## config.mk

```make
export PLATFORM = sky130hd
export DESIGN_NAME = stage_writeback_lsu
export DESIGN_NICKNAME = d
export VERILOG_FILES = /design/src/rtl/wb_pkg.sv /design/src/rtl/load_extend.sv /design/src/rtl/stage_writeback_lsu.sv
export SDC_FILE = /design/constraint.sdc
export NUM_CORES = 1
export LEC_CHECK = 0
export ABC_CLOCK_PERIOD_IN_PS = 4830
export BUFFER_PORTS_ARGS = -buffer_cell sky130_fd_sc_hd__buf_4
export CAP_MARGIN = 0
export CORE_MARGIN = 4
export CORE_UTILIZATION = 30
export CTS_BUF_LIST = sky130_fd_sc_hd__clkbuf_2
export CTS_CLUSTER_DIAMETER = 30
export DETAILED_ROUTE_END_ITERATION = 7
export GPL_TIMING_DRIVEN = 0
export HOLD_SLACK_MARGIN = 0.1
export PLACE_DENSITY_LB_ADDON = 0.08
export SETUP_SLACK_MARGIN = 0.02
export SLEW_MARGIN = 20
export SYNTH_ARGS = -nofsm -noshare
export SYNTH_HDL_FRONTEND = slang
export SYNTH_SLANG_ARGS = --single-unit
```

## constraint.sdc

```tcl
create_clock -name clk -period 4.83 [get_ports clk]
set_input_delay 0.483 -clock clk [delete_from_list [all_inputs] [get_ports clk]]
set_output_delay 0.483 -clock clk [all_outputs]
set_load 0.005 [all_outputs]
```

## src/rtl/wb_pkg.sv

```systemverilog
// Shared encodings for the writeback/load-extend stage: result source select,
// load funct3 codes, FSM states and a load legality helper.
package wb_pkg;

  typedef enum logic [1:0] {
    SrcAlu  = 2'b00,
    SrcLoad = 2'b01,
    SrcPc4  = 2'b10,
    SrcImm  = 2'b11
  } result_src_e;

  localparam logic [2:0] F3Lb  = 3'b000;
  localparam logic [2:0] F3Lh  = 3'b001;
  localparam logic [2:0] F3Lw  = 3'b010;
  localparam logic [2:0] F3Lbu = 3'b100;
  localparam logic [2:0] F3Lhu = 3'b101;

  typedef enum logic {
    StIdle,
    StWaitLoad
  } wb_state_e;

  // A load is legal when funct3 is a known load type and the offset is naturally aligned.
  function automatic logic load_legal(input logic [2:0] funct3, input logic [1:0] byte_off);
    logic ok;
    case (funct3)
      F3Lb, F3Lbu: ok = 1'b1;
      F3Lh, F3Lhu: ok = ~byte_off[0];
      F3Lw:        ok = (byte_off == 2'b00);
      default:     ok = 1'b0;
    endcase
    return ok;
  endfunction

endpackage

```

## src/rtl/load_extend.sv

```systemverilog
// Combinational load data alignment: picks the byte/halfword at byte_off out of
// the returned word and sign- or zero-extends it to XLEN.
module load_extend
  import wb_pkg::*;
#(
  parameter int unsigned XLEN = 32
) (
  input  logic [2:0]      funct3_i,
  input  logic [1:0]      byte_off_i,
  input  logic [XLEN-1:0] rdata_i,
  output logic [XLEN-1:0] result_o
);

  logic [7:0]  byte_sel;
  logic [15:0] half_sel;

  always_comb begin
    byte_sel = rdata_i[{byte_off_i, 3'b000} +: 8];
    half_sel = byte_off_i[1] ? rdata_i[31:16] : rdata_i[15:0];
    result_o = rdata_i;
    case (funct3_i)
      F3Lb:    result_o = {{(XLEN - 8){byte_sel[7]}}, byte_sel};
      F3Lbu:   result_o = {{(XLEN - 8){1'b0}}, byte_sel};
      F3Lh:    result_o = {{(XLEN - 16){half_sel[15]}}, half_sel};
      F3Lhu:   result_o = {{(XLEN - 16){1'b0}}, half_sel};
      default: result_o = rdata_i;
    endcase
  end

endmodule

```

## src/rtl/stage_writeback_lsu.sv

```systemverilog
// Writeback stage with a single outstanding load: selects the result source, waits
// (with timeout) for load data, aligns/extends it and drives a registered RF write port.
module stage_writeback_lsu
  import wb_pkg::*;
#(
  parameter int unsigned XLEN    = 32,
  parameter int unsigned RADDR_W = 5,
  parameter int unsigned TIMEOUT = 16
) (
  input  logic               clk,
  input  logic               rst,
  input  logic               in_valid,
  output logic               in_ready,
  input  logic [1:0]         in_result_src,
  input  logic [XLEN-1:0]    in_alu_result,
  input  logic [XLEN-1:0]    in_pc_plus_4,
  input  logic [XLEN-1:0]    in_imm_ext,
  input  logic [RADDR_W-1:0] in_rd,
  input  logic               in_reg_write,
  input  logic [2:0]         in_funct3,
  input  logic [1:0]         in_byte_off,
  input  logic               mem_rvalid,
  input  logic [XLEN-1:0]    mem_rdata,
  output logic               rf_we,
  output logic [RADDR_W-1:0] rf_waddr,
  output logic [XLEN-1:0]    rf_wdata,
  output logic               busy,
  output logic               err
);

  localparam logic [7:0] TimeoutCnt = 8'(TIMEOUT);

  wb_state_e          state_q, state_d;
  logic [7:0]         cnt_q, cnt_d;
  logic [RADDR_W-1:0] rd_q, rd_d;
  logic [2:0]         f3_q, f3_d;
  logic [1:0]         off_q, off_d;
  logic               rf_we_q, rf_we_d;
  logic [RADDR_W-1:0] rf_waddr_q, rf_waddr_d;
  logic [XLEN-1:0]    rf_wdata_q, rf_wdata_d;
  logic               err_q, err_d;

  logic [XLEN-1:0]    src_data;
  logic [XLEN-1:0]    load_data;
  logic               wr_en_req;

  load_extend #(
    .XLEN(XLEN)
  ) u_load_extend (
    .funct3_i  (f3_q),
    .byte_off_i(off_q),
    .rdata_i   (mem_rdata),
    .result_o  (load_data)
  );

  always_comb begin
    unique case (result_src_e'(in_result_src))
      SrcAlu:  src_data = in_alu_result;
      SrcPc4:  src_data = in_pc_plus_4;
      SrcImm:  src_data = in_imm_ext;
      default: src_data = in_alu_result;
    endcase
  end

  assign wr_en_req = in_reg_write && (in_rd != '0);

  always_comb begin
    state_d    = state_q;
    cnt_d      = cnt_q;
    rd_d       = rd_q;
    f3_d       = f3_q;
    off_d      = off_q;
    rf_we_d    = 1'b0;
    rf_waddr_d = rf_waddr_q;
    rf_wdata_d = rf_wdata_q;
    err_d      = err_q;
    unique case (state_q)
      StIdle: begin
        if (in_valid) begin
          if (result_src_e'(in_result_src) == SrcLoad) begin
            if (!load_legal(in_funct3, in_byte_off)) begin
              err_d = 1'b1;
            end else if (wr_en_req) begin
              rd_d    = in_rd;
              f3_d    = in_funct3;
              off_d   = in_byte_off;
              cnt_d   = '0;
              state_d = StWaitLoad;
            end
          end else if (wr_en_req) begin
            rf_we_d    = 1'b1;
            rf_waddr_d = in_rd;
            rf_wdata_d = src_data;
          end
        end
      end
      StWaitLoad: begin
        // Data takes priority over a timeout landing in the same cycle.
        if (mem_rvalid) begin
          rf_we_d    = 1'b1;
          rf_waddr_d = rd_q;
          rf_wdata_d = load_data;
          state_d    = StIdle;
        end else begin
          cnt_d = cnt_q + 8'd1;
          if (cnt_d == TimeoutCnt) begin
            err_d   = 1'b1;
            state_d = StIdle;
          end
        end
      end
      default: state_d = StIdle;
    endcase
  end

  always_ff @(posedge clk) begin
    if (rst) begin
      state_q    <= StIdle;
      cnt_q      <= '0;
      rd_q       <= '0;
      f3_q       <= '0;
      off_q      <= '0;
      rf_we_q    <= 1'b0;
      rf_waddr_q <= '0;
      rf_wdata_q <= '0;
      err_q      <= 1'b0;
    end else begin
      state_q    <= state_d;
      cnt_q      <= cnt_d;
      rd_q       <= rd_d;
      f3_q       <= f3_d;
      off_q      <= off_d;
      rf_we_q    <= rf_we_d;
      rf_waddr_q <= rf_waddr_d;
      rf_wdata_q <= rf_wdata_d;
      err_q      <= err_d;
    end
  end

  assign in_ready = (state_q == StIdle);
  assign busy     = (state_q == StWaitLoad);
  assign rf_we    = rf_we_q;
  assign rf_waddr = rf_waddr_q;
  assign rf_wdata = rf_wdata_q;
  assign err      = err_q;

endmodule

```

* Word level (Yosys, flattened, before mapping)
Cells that the tools add are included.
Operators by class: add/sub/neg operators 1, eq/ne operators 20, shifts and indexed selects 1, multiplexer cells 40, bitwise logic cells 2, reductions and logical operators 11
Operators with widths (number):
- 2-to-1 mux 32 bit | 4
- one-hot mux 32 bit (2 select lines) | 2
- one-hot mux 32 bit (4 select lines) | 1
- 2-to-1 mux 8 bit | 5
- indexed part select 32 x 6 -> 8 bit | 1
- 2-to-1 mux 5 bit | 4
- 2-to-1 mux 1 bit | 17
- 2-to-1 mux 16 bit | 1
- one-hot mux 8 bit (2 select lines) | 1
- AND reduction 5 bit | 3
- == test 3 bit, second input constant | 4
- != test 2 bit, second input constant | 5
- one-hot mux 5 bit (2 select lines) | 1
- adder 8 x 1 -> 8 bit, second input constant | 1
- == test 8 x 5 -> 1 bit, second input constant | 1
- != test 2 x 1 -> 1 bit, second input constant | 4
- == test 3 x 1 -> 1 bit, second input constant | 2
- zero test 3 bit | 2
- one-hot mux 1 bit (2 select lines) | 3
- nonzero test 5 bit | 1
- == test 2 bit, second input constant | 2
- AND reduction 4 bit | 1
- OR reduction 2 bit | 2
- == test 3 x 2 -> 1 bit, second input constant | 1
- other kinds (5) | 6
Storage, ports and cells: register bits after elaboration 58, bits of input ports 145, output and inout bits 41

* Longest topological paths before layout
depth in word-level cells 10, depth in mapped cells 8, depth with buffers taken out 6

* Hierarchy
A second synthesis with hierarchy kept.
Unflattened totals: cells, all modules 499, area, all modules 4359.2 µm²
Modules (own cells, without submodules):
- stage_writeback_lsu | instances 1, cells an instance 403, area each 3513.4 µm²
- load_extend | instances 1, cells an instance 96, area each 845.8 µm²

* Worst setup path before layout
OpenSTA, ideal clock, no wires.
path kind input -> register, start in in_rd[1], end reg rf_wdata_q[10], in the netlist rf_wdata[10], library setup time 0.116 ns, arrival time 1.798 ns, data required time 4.714 ns, path slack 2.916 ns, stages on the path 6, cells stage by stage or4_4 -> o211ai_2 -> o21ai_1 -> buf_4 -> buf_6 -> o211a_1
Between the ends: cells in the longest elaborated chain, start to end 4
RTL lines:
- from (decl) | line stage_writeback_lsu.sv:18 | input logic [RADDR_W-1:0] in_rd,
- nonzero test 5 bit | line stage_writeback_lsu.sv:65 | assign wr_en_req = in_reg_write && (in_rd != '0);
- logical AND 1 bit | line stage_writeback_lsu.sv:65
- != test 2 x 1 -> 1 bit (no source line)
- AND reduction 4 bit (no source line)
- to (signal assigned) | line stage_writeback_lsu.sv:135 | rf_wdata_q <= rf_wdata_d;
- to (decl) | line stage_writeback_lsu.sv:40 | logic [XLEN-1:0] rf_wdata_q, rf_wdata_d;
Every way passes these cells. A chain may end at the register's enable or synchronous reset.

* Final worst setup path
start reg state_q, in the netlist busy, end reg rf_wdata_q[2], in the netlist rf_wdata[2]
Between the ends: cells in the longest elaborated chain, start to end 3
RTL lines:
- from (decl) | line stage_writeback_lsu.sv:33 | wb_state_e state_q, state_d;
- from (signal assigned) | line stage_writeback_lsu.sv:118 | state_q <= StIdle;
- from (signal assigned) | line stage_writeback_lsu.sv:128 | state_q <= state_d;
- NOT 1 bit (no source line)
- != test 2 bit (no source line) / != test 2 x 1 -> 1 bit (equally long branches)
- AND reduction 4 bit (no source line)
Several ways; a longest one is shown, not always the timed one.

==> flow_summary_export.csv <==
group,metric,value,unit
worst_hold_path,worstHoldEndpoint,"off_q[1]",
pwr,p_comb_share,26.6,%
clocking,cts.htree.levels,3,
pwr,power.share.clock,28.0,%
critical_path,r2r_slack,2.57,ns
synthesis,async_reset_ff_share,0,%
layout,fillers,1372,
outcome,status,"finished, final reports clean",
sta,grt_setup_unrepaired,"false",
critical_path,crit_path_max_fanout,10,
critical_path,reg2reg_depth,4,
grt,grtUsageTotal,21.1,%
grt,grt_pass1_wl,24400,µm
synthesis,avgSynthCellArea,7.62,µm²
critical_path,critical_path_class,"reg -> reg",
detailed_routing,num_vias,4680,
floorplanning,core,12800,µm²
clocking,clkLatencyLatePin,0.53,ns
clocking,postCtsSetupRepairBufs,0,
detailed_routing,wl,16100,µm
clocking,clk_path_buf_depth,2,
synthesis,yosys.area.top_type,"dfxtp_1",
pwr,peakVddDrop,0.0884,mV
layout,multi_input_area,2580,µm²
pwr,p_sw_share,31.1,%
floorplanning,initial_core_util,31.0,%
clocking,path_clk_slew,0.20,ns
sta,period_share,46.8,%
detailed_routing,ant_nets,0,
placed_design,dpl.hpwl,12800,µm
clocking,cts-resized-gates,0,
detailed_routing,wl_per_cell,18.0,µm
detailed_routing,first_pass_iters,7,
placed_design,gp_congestion,0.839,
grt,grt_start_max_net_pins,11,
pwr,p_sw,0.351,mW
placed_design,dp.cells,877,
synthesis,ys_top_cells_by_area,"dfxtp_1, mux2i_1, a21oi_1",
clocking,root_buffer,"clkbuf_2",
synthesis,synth_edf_count,0,
synthesis,syn_area,3980,µm²
synthesis,ys.flop_type,"dfxtp_1",
sta,layout_min_cycle_time,2.26,ns
grt,grt_antenna_before_repair,1,
detailed_routing,drc,0,
synthesis,synth_cell_type_count,50,
synthesis,syn_nets,669,
pwr,p_int,0.779,mW
grt,overflow,0,
run,cap_violations,0,
floorplanning,dieArea,15200,µm²
clocking,cts_tree,"done",
layout,finalNonFillerCells,894,
sta,relSlewSlack,31.5,%
pwr,p_per_area,199,nW/µm²
critical_path,start_kind,"flip-flop",
sta,tightest_slew,1.02,ns
clocking,cts_sinks,58,
synthesis,ys_seq_area_share,29.2,%
sta,slew_viol_final,0,
clocking,cts_buffers,9,
clocking,holdBufCountCts,0,
floorplanning,die_x,123,µm
floorplanning,rows,41,
worst_hold_path,hp-class,"in -> reg",
critical_path,r2r-end,"rf_wdata[2]",
synthesis,synthesis.instances,522,
pwr,p_leak,2.51,nW
sta,setup_violations,0,
synthesis,synth_top_area_share,29.2,%
grt,grt_pass1_vias,4513,
sta,finClkSkew,0.0315,ns
critical_path,cp-end-kind,"flip-flop",
critical_path,timing.rr.start,"busy",
sta,max_freq,442,MHz
pwr,p_seq_share,45.4,%
critical_path,worstPathRequired,5.28,ns
synthesis,ys_ff_latch,58,
worst_hold_path,min-delay-start,"in_byte_off[1]",
floorplanning,io_pins,186,
layout,area_growth,42.7,%
floorplanning,dieHeight,123,µm
critical_path,arrival,2.71,ns
placed_design,io_buffers,183,
sta,finalHoldViolations,0,
detailed_routing,viasPerCell,5.23,
sta,fin_setup_tns,0,ns
layout,fin_nets,863,
synthesis,yosysWarnings,0,
layout,seqCellArea,1160,µm²
layout,layout-drive-gt1-share,30.8,%
worst_hold_path,whs_path_depth,3,
detailed_routing,drtIter0Drc,314,
registers in the layout (all words and copies together) (netlist names):
signal    cells
cnt_q         8
rd_q          5
busy          1
rf_we         1
f3_q          3
off_q         2
err           1
rf_waddr      5
rf_wdata     32
critical path: stages, from the launching register on:
cell	delay (ns)
dfxtp_1	0.42
clkbuf_1	0.49
clkbuf_1	0.59
o221ai_1	0.37
a311oi_1	0.31
worst max-delay path by stage:
stage	startpoint	to	slack, ns	cells after the start
2_1_floorplan	in_rd[1]	rf_wdata[10]	2.92	6
3_3_place_gp	in_result_src[1]	rf_wdata[15]	2.25	7
3_5_place_dp	in_result_src[1]	rf_wdata[15]	2.25	7
4_1_cts	busy	rf_wdata[2]	2.56	4
5_1_grt	busy	rf_wdata[0]	2.39	6
6_report	busy	rf_wdata[2]	2.57	4
layout by cell type, fill, tap and decap left out, drive strengths merged, types with 2 or more instances in the layout:
cell type	synthesis	routed
o221ai	8	8
o31ai	2	2
mux2i	56	56
nor2	76	76
a41oi	2	2
a311oi	5	5
a221oi	2	2
a211oi	15	15
nor2b	4	4
o211a	6	6
nor4	8	8
o211ai	4	4
buf	18	201
xor2	2	2
and3	18	18
nand2b	4	4
clkinvlp	0	2
o22ai	17	17
ha	2	2
a31oi	6	6
nand3	5	5
nand2	44	44
clkbuf	28	38
clkinv	1	4
o21ai	14	14
mux2	2	2
inv	4	4
dfxtp	58	58
a21oi	66	66
nor3	15	15
nor4bb	2	2
and2	18	18
synthesized netlist by cell type (2+ instances only):
library cell / n
a31oi_1: 6
and2_1: 18
a211oi_1: 15
o31ai_1: 2
nor4bb_1: 2
a41oi_1: 2
a311oi_1: 5
a221oi_1: 2
ha_1: 2
o211ai_1: 3
o22ai_1: 17
o221ai_1: 8
nor3_1: 15
o21ai_0: 9
o211a_1: 5
buf_6: 4
mux2i_1: 56
dfxtp_1: 58
buf_2: 10
xor2_1: 2
o21ai_1: 5
and3_1: 18
nand2_1: 43
nor2_1: 76
nor2b_1: 4
inv_1: 4
clkbuf_1: 27
buf_1: 3
nand3_1: 5
a21oi_1: 65
mux2_2: 2
nand2b_1: 4
nor4_1: 8
area by class of cell:
| type | instances | share of cell area, % |
|---|---|---|
| multi-input combinational | 413 | 45.4 |
| sequential | 58 | 20.4 |
| clock buffer | 10 | 0.881 |
| tap | 172 | 3.79 |
| inverter | 5 | 0.330 |
| antenna | 1 | 0.0441 |
| clock inverter | 6 | 1.01 |
| timing repair buffer | 183 | 24.2 |
| buffer | 46 | 3.88 |
power by group through the flow:
stage	Combinational, mW	Sequential [mW]	Clock, mW
after floorplan	0.126	0.523	0
after global placement	0.299	0.522	0
after detailed placement	0.301	0.523	0
after CTS	0.302	0.513	0.326
after global routing	0.330	0.516	0.345
final	0.301	0.513	0.316
kinds of logic (layout without fill, tap and decap cells):
group / count (synthesis) / in the layout / share of synthesized area, %
fa+ha+maj: 2 / 2 / 0.629
mux: 59 / 59 / 15.2
flops: 58 / 58 / 29.2
other cells: 0 / 1 / 0
compound gates: 153 / 153 / 25.3
buf+inv: 51 / 250 / 6.00
xor+xnor: 3 / 3 / 0.660
simple gates: 196 / 196 / 23.0
stage by stage:
stage / setup WS, ns / utilization [%] / total power [mW] / hold WS [ns] / instance area (µm²)
after floorplan: 2.92 / - / 0.649 / 0.448 / 3980
after CTS: 2.56 / 44.3 / 1.14 / 0.165 / 5680
after global routing: 2.39 / 44.3 / 1.19 / 0.183 / 5680
after detailed placement: 2.25 / 43.4 / 0.825 / 0.447 / 5570
final: 2.57 / 44.3 / 1.13 / 0.192 / 5680
after global placement: 2.25 / 43.4 / 0.821 / 0.445 / 5570
per-layer routing:
metal | routed length, µm | track usage, %
met4 | 353 | 8.65
met2 | 7560 | 34.0
met1 | 6900 | 27.2
met5 | 0 | 0
met3 | 1290 | 4.89
No activity file was read; power rests on OpenSTA's default activity.
